==> config.mk <==
export PLATFORM = sky130hd
export DESIGN_NAME = pad_cfg_serial_tx
export DESIGN_NICKNAME = d
export VERILOG_FILES = /design/src/rtl/pad_cfg_pkg.sv /design/src/rtl/pad_cfg_bit_timer.sv /design/src/rtl/pad_cfg_serial_tx.sv
export SDC_FILE = /design/constraint.sdc
export NUM_CORES = 1
export LEC_CHECK = 0
export CAP_MARGIN = 20
export CORE_MARGIN = 2
export CORE_UTILIZATION = 51
export CTS_BUF_LIST = sky130_fd_sc_hd__clkbuf_4 sky130_fd_sc_hd__clkbuf_8 sky130_fd_sc_hd__clkbuf_16
export CTS_CLUSTER_SIZE = 14
export DETAILED_ROUTE_END_ITERATION = 6
export PLACE_DENSITY = 0.73
export SLEW_MARGIN = 20
export SYNTH_ARGS = -nofsm -noshare
export SYNTH_HDL_FRONTEND = slang
export SYNTH_SLANG_ARGS = --single-unit
==> constraint.sdc <==
create_clock -name clock -period 2.3 [get_ports clock]
set_input_delay 0.23 -clock clock [delete_from_list [all_inputs] [get_ports clock]]
set_output_delay 0.23 -clock clock [all_outputs]
set_load 0.05 [all_outputs]
==> src/rtl/pad_cfg_pkg.sv <==
// Shared constants and state encoding for the pad configuration serial transmitter.
// The chain-reset sequence length applies only when PAD_CFG_CHAIN_RESET_EN is defined.
package pad_cfg_pkg;

    localparam int NUM_PADS_DEF  = 19;
    localparam int CFG_WIDTH_DEF = 13;
    localparam int CLK_DIV_DEF   = 2;
    localparam int CRST_LEN      = 8;

    typedef enum logic [2:0] {
        ST_IDLE,
        ST_FETCH,
        ST_CAPTURE,
        ST_SHIFT,
        ST_LOAD,
        ST_FIN,
        ST_CRST
    } state_e;

    // $clog2 that never yields a zero-width vector.
    function automatic int clog2_min1(input int value);
        return (value > 1) ? $clog2(value) : 1;
    endfunction

endpackage

==> src/rtl/pad_cfg_bit_timer.sv <==
// Serial-clock divider: each bit is a low half then a high half of CLK_DIV cycles.
// phase_o is the phase for the coming cycle so the caller can register it alongside its state.
module pad_cfg_bit_timer #(
    parameter int CLK_DIV = 2
) (
    input  logic clock,
    input  logic resetb,
    input  logic en_i,
    output logic phase_o,
    output logic bit_end_o
);
    import pad_cfg_pkg::*;

    localparam int CNT_W = clog2_min1(CLK_DIV);

    logic [CNT_W-1:0] cnt_q, cnt_d;
    logic             phase_q, phase_d;
    logic             half_end;

    assign half_end = (cnt_q == CNT_W'(CLK_DIV - 1));

    // Disabled timer sits at the start of a low half, so every enable begins a fresh bit.
    always_comb begin
        cnt_d   = '0;
        phase_d = 1'b0;
        if (en_i) begin
            if (half_end) begin
                cnt_d   = '0;
                phase_d = ~phase_q;
            end else begin
                cnt_d   = cnt_q + 1'b1;
                phase_d = phase_q;
            end
        end
    end

    always_ff @(posedge clock or negedge resetb) begin
        if (!resetb) begin
            cnt_q   <= '0;
            phase_q <= 1'b0;
        end else begin
            cnt_q   <= cnt_d;
            phase_q <= phase_d;
        end
    end

    assign phase_o   = phase_d;
    assign bit_end_o = en_i & phase_q & half_end;

endmodule

==> src/rtl/pad_cfg_serial_tx.sv <==
// Shifts per-pad config words (farthest pad first, MSB first) into the pad control chain.
// Define PAD_CFG_CHAIN_RESET_EN to pulse serial_resetn low before each transfer.
module pad_cfg_serial_tx
    import pad_cfg_pkg::*;
#(
    parameter  int NUM_PADS  = NUM_PADS_DEF,
    parameter  int CFG_WIDTH = CFG_WIDTH_DEF,
    parameter  int CLK_DIV   = CLK_DIV_DEF,
    localparam int IDX_W     = clog2_min1(NUM_PADS)
) (
    input  logic                 clock,
    input  logic                 resetb,
    input  logic                 start,
    output logic [IDX_W-1:0]     cfg_rd_idx,
    input  logic [CFG_WIDTH-1:0] cfg_rd_data,
    output logic                 busy,
    output logic                 done,
    output logic                 serial_clock,
    output logic                 serial_data,
    output logic                 serial_load,
    output logic                 serial_resetn
);

    localparam int CRST_BITS = CRST_LEN / 2;
    localparam int BW_SH     = clog2_min1(CFG_WIDTH);
    localparam int BW_CR     = clog2_min1(CRST_BITS);
    localparam int BIT_W     = (BW_SH > BW_CR) ? BW_SH : BW_CR;

    state_e               state_q, state_d;
    logic [IDX_W-1:0]     pad_idx_q, pad_idx_d;
    logic [BIT_W-1:0]     bit_cnt_q, bit_cnt_d;
    logic [CFG_WIDTH-1:0] shreg_q, shreg_d;

    logic busy_q, busy_d;
    logic done_q, done_d;
    logic sclk_q, sclk_d;
    logic sdata_q, sdata_d;
    logic load_q, load_d;
    logic srn_q, srn_d;

    logic tmr_en, tmr_phase, bit_end;

    assign tmr_en = (state_q == ST_SHIFT) || (state_q == ST_LOAD) || (state_q == ST_CRST);

    pad_cfg_bit_timer #(
        .CLK_DIV (CLK_DIV)
    ) u_bit_timer (
        .clock     (clock),
        .resetb    (resetb),
        .en_i      (tmr_en),
        .phase_o   (tmr_phase),
        .bit_end_o (bit_end)
    );

    always_comb begin
        state_d   = state_q;
        pad_idx_d = pad_idx_q;
        bit_cnt_d = bit_cnt_q;
        shreg_d   = shreg_q;
        case (state_q)
            ST_IDLE: begin
                if (start) begin
`ifdef PAD_CFG_CHAIN_RESET_EN
                    state_d = ST_CRST;
`else
                    state_d = ST_FETCH;
`endif
                end
            end
            ST_FETCH:   state_d = ST_CAPTURE;
            ST_CAPTURE: begin
                shreg_d = cfg_rd_data;
                state_d = ST_SHIFT;
            end
            ST_SHIFT: begin
                if (bit_end) begin
                    shreg_d = shreg_q << 1;
                    if (bit_cnt_q == BIT_W'(CFG_WIDTH - 1)) begin
                        bit_cnt_d = '0;
                        // Index 0 is terminal; it never wraps back to the top.
                        if (pad_idx_q != '0) begin
                            pad_idx_d = pad_idx_q - 1'b1;
                            state_d   = ST_FETCH;
                        end else begin
                            state_d   = ST_LOAD;
                        end
                    end else begin
                        bit_cnt_d = bit_cnt_q + 1'b1;
                    end
                end
            end
            ST_LOAD: begin
                if (bit_end) begin
                    pad_idx_d = IDX_W'(NUM_PADS - 1);
                    state_d   = ST_FIN;
                end
            end
            ST_FIN:     state_d = ST_IDLE;
`ifdef PAD_CFG_CHAIN_RESET_EN
            ST_CRST: begin
                if (bit_end) begin
                    if (bit_cnt_q == BIT_W'(CRST_BITS - 1)) begin
                        bit_cnt_d = '0;
                        state_d   = ST_FETCH;
                    end else begin
                        bit_cnt_d = bit_cnt_q + 1'b1;
                    end
                end
            end
`endif
            default:    state_d = ST_IDLE;
        endcase
    end

    // Outputs are registered from the next state so they line up with the state they describe.
    always_comb begin
        busy_d  = (state_d != ST_IDLE) && (state_d != ST_FIN);
        done_d  = (state_d == ST_FIN);
        sclk_d  = (state_d == ST_SHIFT) && tmr_phase;
        sdata_d = (state_d == ST_SHIFT) && shreg_d[CFG_WIDTH-1];
        load_d  = (state_d == ST_LOAD);
`ifdef PAD_CFG_CHAIN_RESET_EN
        srn_d   = (state_d != ST_CRST);
`else
        srn_d   = 1'b1;
`endif
    end

    always_ff @(posedge clock or negedge resetb) begin
        if (!resetb) begin
            state_q   <= ST_IDLE;
            pad_idx_q <= IDX_W'(NUM_PADS - 1);
            bit_cnt_q <= '0;
            shreg_q   <= '0;
            busy_q    <= 1'b0;
            done_q    <= 1'b0;
            sclk_q    <= 1'b0;
            sdata_q   <= 1'b0;
            load_q    <= 1'b0;
            srn_q     <= 1'b0;
        end else begin
            state_q   <= state_d;
            pad_idx_q <= pad_idx_d;
            bit_cnt_q <= bit_cnt_d;
            shreg_q   <= shreg_d;
            busy_q    <= busy_d;
            done_q    <= done_d;
            sclk_q    <= sclk_d;
            sdata_q   <= sdata_d;
            load_q    <= load_d;
            srn_q     <= srn_d;
        end
    end

    assign cfg_rd_idx    = pad_idx_q;
    assign busy          = busy_q;
    assign done          = done_q;
    assign serial_clock  = sclk_q;
    assign serial_data   = sdata_q;
    assign serial_load   = load_q;
    assign serial_resetn = srn_q;

endmodule

==> run metrics, run 1 <==
IO buf count=26; Post-synth EDFFs=0; PD cells=between 500 and 600 mW/mm^2; RSZ-0062 raised after global routing=no; most frequent cells in the layout=dfrtp_1, o22ai_1, clkdlybuf4s50_1; cts-stage hold buffer count=0; worst setup margin=366 ps; RePlAce Congestion=0.790; CTS H-tree depth=2; total CTS buffers=5; Buf/Inv on CP=1; Cell variety after synth=37; Area Overhead vs Synth=24.6%; hold slack=293 ps; switching part of the total=about 20%; DRT Wirelength=3.51 mm; commonest non-fill, non-tap cell in the layout=dfrtp_1; YS warnings=0; Hold Crit Class=primary input to asynchronous set/reset pin; drt wl/cell=16.3 microns; clk sinks=33; Post-synth top flop=dfrtp_1; R2R depth=6; Max-slew headroom=63.5%; pre-CTS setup slack=550 ps; all-layer global routing usage=23.5%; Hold Fails Final Rpt=0; crit start category=flop; root buf cell=clkbuf_4; post-synthesis average cell area=9.92 sq um; HPWL after detailed placement=2.38 mm; Post-Route Utilization=68.2%; post_cts resized=0; maximum vdd ir drop=446 uV; CP peak stage delay=800 ps; skew final=between 10 and 15 ps; total congestion overflow=0; setup TNS=0 ps; R2R Path End=cfg_rd_idx[4]; first-pass GRT wire length=between 6 and 7 mm; Mapped Nets=176; Ports=27; Die X=59.1 microns; final period utilization=a little over four fifths; Die Ht=59.1 microns; Int Pwr=0.883 mW; reg-to-reg startpoint=cfg_rd_idx[0]; reg2reg setup slack=530 ps; critical path endpoint category=output pin; Initial Util=54.7%; Skew-Pair Late Insertion Delay=330 ps; via count=1301; Top delay family on crit path=buffers and inverters; Mapped Area=0.00155 sq mm; Pins Over Slew Limit=0; row cnt=19; share of cells above drive strength 1=10.3%; antenna diode instance count=0; CTS tree=yes; pin count of the biggest net entering global routing=34; Clock Path Buffers=2; Slowest-stage cell, CP=clkdlybuf4s50_1; drt via density=6.02; Comb power frac=4.7%; final count of negative-setup-slack endpoints=0; Leak=0.885 nW; Worst Path Arrival=1700 ps; Crit path required time=2070 ps; WS Path Type=flop to output pin; remaining antenna violation count=0; Peak Freq=0.517 GHz; initial antenna violation count=0; crit path max fanout=4; Worst Setup SP=cfg_rd_idx[4]; Clk pwr share=42.0%; number of max-cap violations=0; drt drc=0; Initial DRC Count=45; status=complete, no violations; Least-Margin Pin Slew=546 ps; First-pass DRT Iterations=5; post-synthesis sequential area ratio=53.5%; Final Power=1.10 mW; nets=204; number of synthesized register bits=33; Core Footprint=0.00283 sq mm; Flop pwr share=between 50% and 60%; Psw=~0.22 mW; Async S/R FF share, synth=100%; clock slew at reported path FFs=110 ps; Die ar.=0.00349 sq mm; vias in the first global route=1284; CP Cell Sequence=clkdlybuf4s50_1; # Post-CTS Setup Buffers=0; post-route minimum period=between 1500 and 2000 ps; Cells after Synth=156
[layer usage]
layer / part of all wire [%] / track usage (%)
met2: 46 / 35.6
met5: 0 / 0
met3: 4.9 / 4.37
met4: 1.2 / 9.09
met1: 48 / 33.5
[power groups by stage]
stage / sequential [mW] / clock (mW) / combinational [mW]
3_5_place_dp: 0.597 / 0 / 0.0523
2_1_floorplan: 0.603 / 0 / 0.00270
4_1_cts: 0.586 / 0.471 / 0.0527
3_3_place_gp: 0.597 / 0 / 0.0518
6_report: 0.586 / 0.462 / 0.0518
5_1_grt: 0.586 / 0.494 / 0.0566
[kinds of logic (layout without fill, tap and decap cells)]
| group | count (synthesis) | in the layout | synth area share (%) |
|---|---|---|---|
| AND/OR/NAND/NOR | 42 | 42 | 15.4 |
| other | 1 | 1 | 0.242 |
| adder cells (fa/ha/maj) | 4 | 4 | 3.23 |
| multiplexers | 1 | 1 | 0.647 |
| flip-flops | 33 | 33 | 53.5 |
| buffers and inverters | 16 | 45 | 4.37 |
| XOR/XNOR | 1 | 1 | 0.566 |
| AO/OA/AOI/OAI | 58 | 58 | 22.1 |
[worst max path at each step]
stage	to	slack, ps	depth (start not counted)
after floorplan	cfg_rd_idx[4]	400	6
after global placement	cfg_rd_idx[4]	610	6
after detailed placement	serial_data	550	6
after CTS	cfg_rd_idx[4]	350	1
after global routing	cfg_rd_idx[4]	320	1
final	cfg_rd_idx[4]	370	1
[state kept, by name, summed over array words and instances, names as in the netlist]
signal	cells
bit_cnt_q	4
busy	1
cfg_rd_idx	5
done	1
serial_clock	1
serial_data	1
serial_load	1
serial_resetn	1
shreg_q	13
state_q	3
u_bit_timer.cnt_q	1
u_bit_timer.phase_q	1
[Yosys cell counts (all sizes together) (2+ instances only)]
| library cell | number | share of area, % |
|---|---|---|
| nor3 | 4 | 1.3 |
| buf | 4 | 1.5 |
| inv | 6 | 1.5 |
| o21ai | 10 | 3.2 |
| nand3 | 4 | 1.3 |
| dfstp | 2 | 3.4 |
| o22ai | 26 | 11 |
| nand2 | 9 | 2.2 |
| clkbuf | 6 | 1.5 |
| nor2 | 9 | 2.2 |
| a21oi | 16 | 5.2 |
| or3 | 2 | 0.81 |
| dfrtp | 31 | 50 |
| ha | 4 | 3.2 |
| or3b | 2 | 1.1 |
| and4 | 2 | 1.3 |
| and3 | 2 | 0.81 |
[through the flow]
step	cell area [sq um]	instances
floorplan	1550	156
CTS	1930	216
detailed placement	1840	208
finish	1930	216
global route	1930	216
global placement	1840	208
[cell type report]
type	count	area (sq um)
Fill cell	228	901
Sequential cell	33	828
Multi-Input combinational cell	107	652
Timing Repair Buffer	31	298
Clock buffer	7	58.8
Tap cell	31	38.8
Clock inverter	1	30.0
Inverter	6	22.5
(Power assumes the default switching activity.)
==> inputs of run 2 (changes only) <==
==> constraint.sdc (replaced) <==
create_clock -name clock -period 1.9 [get_ports clock]
set_input_delay 0.19 -clock clock [delete_from_list [all_inputs] [get_ports clock]]
set_output_delay 0.19 -clock clock [all_outputs]
set_load 0.05 [all_outputs]
==> run metrics, run 2 (synthesis gave the netlist of run 1 again) <==
status=complete, no violations; pre-CTS setup slack=162 ps; initial antenna violation count=0; remaining antenna violation count=0; skew final=a little under 9 ps; Worst Path Arrival=1600 ps; root buf cell=clkbuf_4; number of max-cap violations=0; Biggest register=shreg_q; switching part of the total=23.9%; Buf/Inv on CP=1; commonest non-fill, non-tap cell in the layout=dfrtp_1; Die X=59.1 microns; WS Path Type=flop to output pin; share of cells above drive strength 1=12.2%; Comb power frac=~5.4%; critical path endpoint category=output pin; HPWL after detailed placement=~2.3 mm; final period utilization=94.5%; PD cells=604 mW/mm^2; CP peak stage delay=830 ps; First-pass DRT Iterations=4; Leak=0.888 nW; max FFs per register=13; Core Footprint=between 0.002 and 0.003 sq mm; first-pass GRT wire length=roughly 5.6 mm; Initial Util=54.7%; Least-Margin Pin Slew=506 ps; drt wl/cell=14.7 microns; maximum vdd ir drop=468 uV; Clk pwr share=between 30 and 40%; Ports=27; vias in the first global route=1304; Crit path required time=1710 ps; clock slew at reported path FFs=110 ps; crit start category=flop; total congestion overflow=0; Top delay family on crit path=buffers and inverters; via count=1300; final count of negative-setup-slack endpoints=0; antenna diode instance count=0; IO buf count=26; clk sinks=33; Die ar.=0.00349 sq mm; all-layer global routing usage=21.6%; crit path max fanout=6; Initial DRC Count=slightly below 80; Int Pwr=between 0.8 and 0.9 mW; nets=207; Psw=0.276 mW; drt drc=0; Area Overhead vs Synth=23.6%; post-route minimum period=1790 ps; RePlAce Congestion=0.830; CP Cell Sequence=clkdlybuf4s50_1; Peak Freq=0.557 GHz; CTS tree=yes; total CTS buffers=5; DRT Wirelength=3.21 mm; Max-slew headroom=between 60% and 70%; row cnt=19; cts-stage hold buffer count=0; Die Ht=59.1 microns; Pins Over Slew Limit=0; Skew-Pair Late Insertion Delay=340 ps; most frequent cells in the layout=dfrtp_1, o22ai_1, clkdlybuf4s50_1; CTS H-tree depth=2; drt via density=between 5 and 6; pin count of the biggest net entering global routing=34; RSZ-0062 raised after global routing=no; worst setup margin=105 ps; Slowest-stage cell, CP=clkdlybuf4s50_1; Clock Path Buffers=2; setup TNS=0 ps; Hold Crit Class=primary input to asynchronous set/reset pin; Flop pwr share=between 60% and 70%; Hold Fails Final Rpt=0; Final Power=approximately 1.2 mW
run 2: cell types whose count changed in the layout (fill, tap and decap cells not counted), sizes merged:
| cell | before | now |
|---|---|---|
| buf | 5 | 9 |
| clkbuf | 7 | 5 |
| clkdlybuf4s50 | 26 | 24 |
| clkinv | 0 | 2 |
| bufinv | 1 | 0 |
| clkinvlp | 0 | 1 |
| dlygate4sd2 | 0 | 1 |
run 2: final timing paths:
check	startpoint	endpoint	slack, ps	depth (start not counted)
worst max-delay path	cfg_rd_idx[2]	cfg_rd_idx[2]	110	1
worst min-delay path	resetb	state_q[2]	240	2
worst max register to register	cfg_rd_idx[0]	cfg_rd_idx[4]	140	6
worst min register to register	shreg_q[0]	shreg_q[0]	510	1
max in group asynchronous	resetb	cfg_rd_idx[1]	1340	2
min in group clock	cfg_rd_data[9]	shreg_q[9]	430	3
run 2: metrics by stage:
step,hold WS (ps),utilization [%],area [sq um],cells
floorplan,-106,-,1550,156
global placement,482,65.7,1860,211
detailed placement,490,65.7,1860,211
CTS,243,67.6,1910,219
global route,262,67.6,1910,219
finish,235,67.6,1910,219
run 2: repair_timing:
action / in CTS / in global routing
setup buffers: 0 / 0
gates resized for setup: 1 / 0
endpoints found under the setup margin: 1 / 0
run 2: power by group through the flow:
stage / combinational (mW) / sequential, mW / clock, mW
CTS: 0.0637 / 0.709 / 0.397
finish: 0.0623 / 0.709 / 0.384
detailed placement: 0.0635 / 0.722 / 0
floorplan: 0.00327 / 0.730 / 0
global placement: 0.0625 / 0.722 / 0
global route: 0.0681 / 0.709 / 0.430
run 2: area by class of cell:
class,count,area [sq um]
sequential,33,828
fill,211,916
inverter,6,22.5
tap,31,38.8
multi-input combinational,107,652
timing repair buffer,34,317
clock inverter,3,17.5
clock buffer,5,37.5
run 2: routing by layer:
metal,vias up,track usage (%),part of all wire [%]
li1,645,-,-
met1,609,28.1,49
met2,40,32.1,43
met3,6,7.86,6.1
met4,0,10.4,1.8
met5,-,0,0
run 2: worst register-to-register path, delay by kind of cell (launching register included):
kind / cells / cell delay [ps]
flops: 1 / 430
compound gates: 1 / 120
buf+inv: 1 / 100
simple gates: 3 / 910
fa+ha+maj: 1 / 130
==> inputs of run 3 (changes only) <==
--- a/config.mk
+++ b/config.mk
@@ -7,11 +7,12 @@
 export LEC_CHECK = 0
 export CAP_MARGIN = 20
 export CORE_MARGIN = 2
-export CORE_UTILIZATION = 51
+export CORE_UTILIZATION = 49
 export CTS_BUF_LIST = sky130_fd_sc_hd__clkbuf_4 sky130_fd_sc_hd__clkbuf_8 sky130_fd_sc_hd__clkbuf_16
 export CTS_CLUSTER_SIZE = 14
 export DETAILED_ROUTE_END_ITERATION = 6
-export PLACE_DENSITY = 0.73
+export DONT_BUFFER_PORTS = 1
+export PLACE_DENSITY = 0.6
 export SLEW_MARGIN = 20
 export SYNTH_ARGS = -nofsm -noshare
 export SYNTH_HDL_FRONTEND = slang
==> run metrics, run 3 (synthesis gave the netlist of run 1 again) <==
via count=about 1300; Clock Path Buffers=2; status=complete, no violations; crit path max fanout=5; Ports=27; max FFs per register=13; clock slew at reported path FFs=110 ps; Leak=between 0.8 and 0.9 nW; Peak Freq=about 0.57 GHz; skew final=roughly 15 ps; post_cts resized=0; Hold Fails Final Rpt=0; R2R Path End=cfg_rd_idx[3]; Die ar.=approximately 0.0036 sq mm; row cnt=20; clk sinks=33; HPWL after detailed placement=between 2 and 2.5 mm; Clk pwr share=43.3%; PD cells=745 mW/mm^2; Initial Util=51.1%; Post-Route Utilization=57.9%; remaining antenna violation count=0; critical path endpoint category=flop; CTS H-tree depth=2; Flop pwr share=54.9%; Post-Layout Cell Count=210; drt drc=0; Area Overhead vs Synth=13.2%; RePlAce Congestion=0.830; Skew-Pair Late Insertion Delay=about 340 ps; final period utilization=between 90% and 100%; final count of negative-setup-slack endpoints=0; drt wl/cell=15.8 microns; drt via density=6.07; RSZ-0062 raised after global routing=no; first-pass GRT wire length=around 5.6 mm; Pins Over Slew Limit=0; Buf/Inv on CP=1; CP endpoint=cfg_rd_idx[3]; Biggest register=shreg_q; CP peak stage delay=between 500 and 600 ps; root buf cell=clkbuf_4; total CTS buffers=5; pin count of the biggest net entering global routing=34; vias in the first global route=~1200; number of max-cap violations=0; initial antenna violation count=0; Initial DRC Count=around 60; Int Pwr=1.04 mW; nets=between 150 and 200; all-layer global routing usage=a little over a fifth; DRT Wirelength=3.32 mm; Post-Place Cells=200; total congestion overflow=0; maximum vdd ir drop=379 uV; crit start category=flop; most frequent cells in the layout=dfrtp_1, o22ai_1, a21oi_1; Psw=0.262 mW; switching part of the total=20.1%; IO buf count=0; Core Footprint=0.00303 sq mm; Comb power frac=1.8%; Worst Setup SP=cfg_rd_idx[1]; CP Depth=6; R2R depth=6; CP Cell Sequence=inv_1 > ha_1 > or4b_4 > nand4_1 > or3_1 > a21oi_1; WS Path Type=flop to flop; Top delay family on crit path=simple AND/OR/NAND/NOR gates; reg2reg setup slack=approximately 160 ps; share of cells above drive strength 1=15.1%; Crit path required time=2170 ps; reg-to-reg startpoint=cfg_rd_idx[1]; antenna diode instance count=0; # Post-CTS Setup Buffers=0; Hold Crit Class=primary input to flop; Slowest-stage cell, CP=dfstp_2; CTS tree=yes; Worst Path Arrival=2010 ps; commonest non-fill, non-tap cell in the layout=dfrtp_1; number of fill cells=between 200 and 300; First-pass DRT Iterations=4; Die Ht=60.2 microns; Die X=approximately 60 microns; setup TNS=0 ps; post-route minimum period=1740 ps
[run 3: final cells by class]
class / instances / area (sq um) / share of cell area (%)
clock buffer: 7 / 58.8 / 3.36
inverter: 6 / 22.5 / 1.29
tap: 44 / 55.1 / 3.14
sequential: 33 / 828 / 47.3
clock inverter: 1 / 30.0 / 1.71
timing repair buffer: 12 / 105 / 6.00
multi-input combinational: 107 / 652 / 37.2
[run 3: timing repair]
item | in CTS | in global routing
hold buffers | 2 | 0
setup endpoints to repair | 0 | 0
hold endpoints to repair | 33 | 0
[run 3: worst min-delay path by stage]
stage,from,end,slack (ps),cells after the start
finish,cfg_rd_data[0],shreg_q[0],20,1
global route,cfg_rd_data[0],shreg_q[0],10,1
CTS,cfg_rd_data[0],shreg_q[0],9,1
detailed placement,resetb,shreg_q[7],-100,0
global placement,resetb,shreg_q[7],-100,0
floorplan,resetb,bit_cnt_q[0],-110,0
[run 3: worst reg2reg max path, stage by stage, from the launching register on]
cell	delay (ps)
dfstp_2	540
inv_1	60
ha_1	170
or4b_4	220
nand4_1	140
or3_1	390
a21oi_1	160
[run 3: per-layer routing]
layer | track usage, % | part of all wire, %
met1 | 28.6 | 47
met2 | 31.5 | 45
met3 | 5.84 | 6.4
met4 | 10.2 | 1.6
met5 | 0 | 0
[run 3: per-stage QoR]
stage,hold slack [ps],instance area [sq um],setup slack [ps],total power [mW]
after floorplan,-106,1550,2.05,0.733
after global placement,-105,1630,235,0.734
after detailed placement,-105,1630,191,0.734
after CTS,8.76,1750,163,1.32
after global routing,9.85,1750,52.3,1.36
final,15.0,1750,159,1.31
[run 3: power groups by stage]
stage / Clock (mW) / Sequential (mW) / Combinational (mW)
floorplan: 0 / 0.730 / 0.00327
global placement: 0 / 0.731 / 0.00366
detailed placement: 0 / 0.730 / 0.00375
CTS: 0.575 / 0.717 / 0.0239
global route: 0.611 / 0.718 / 0.0264
finish: 0.565 / 0.717 / 0.0229
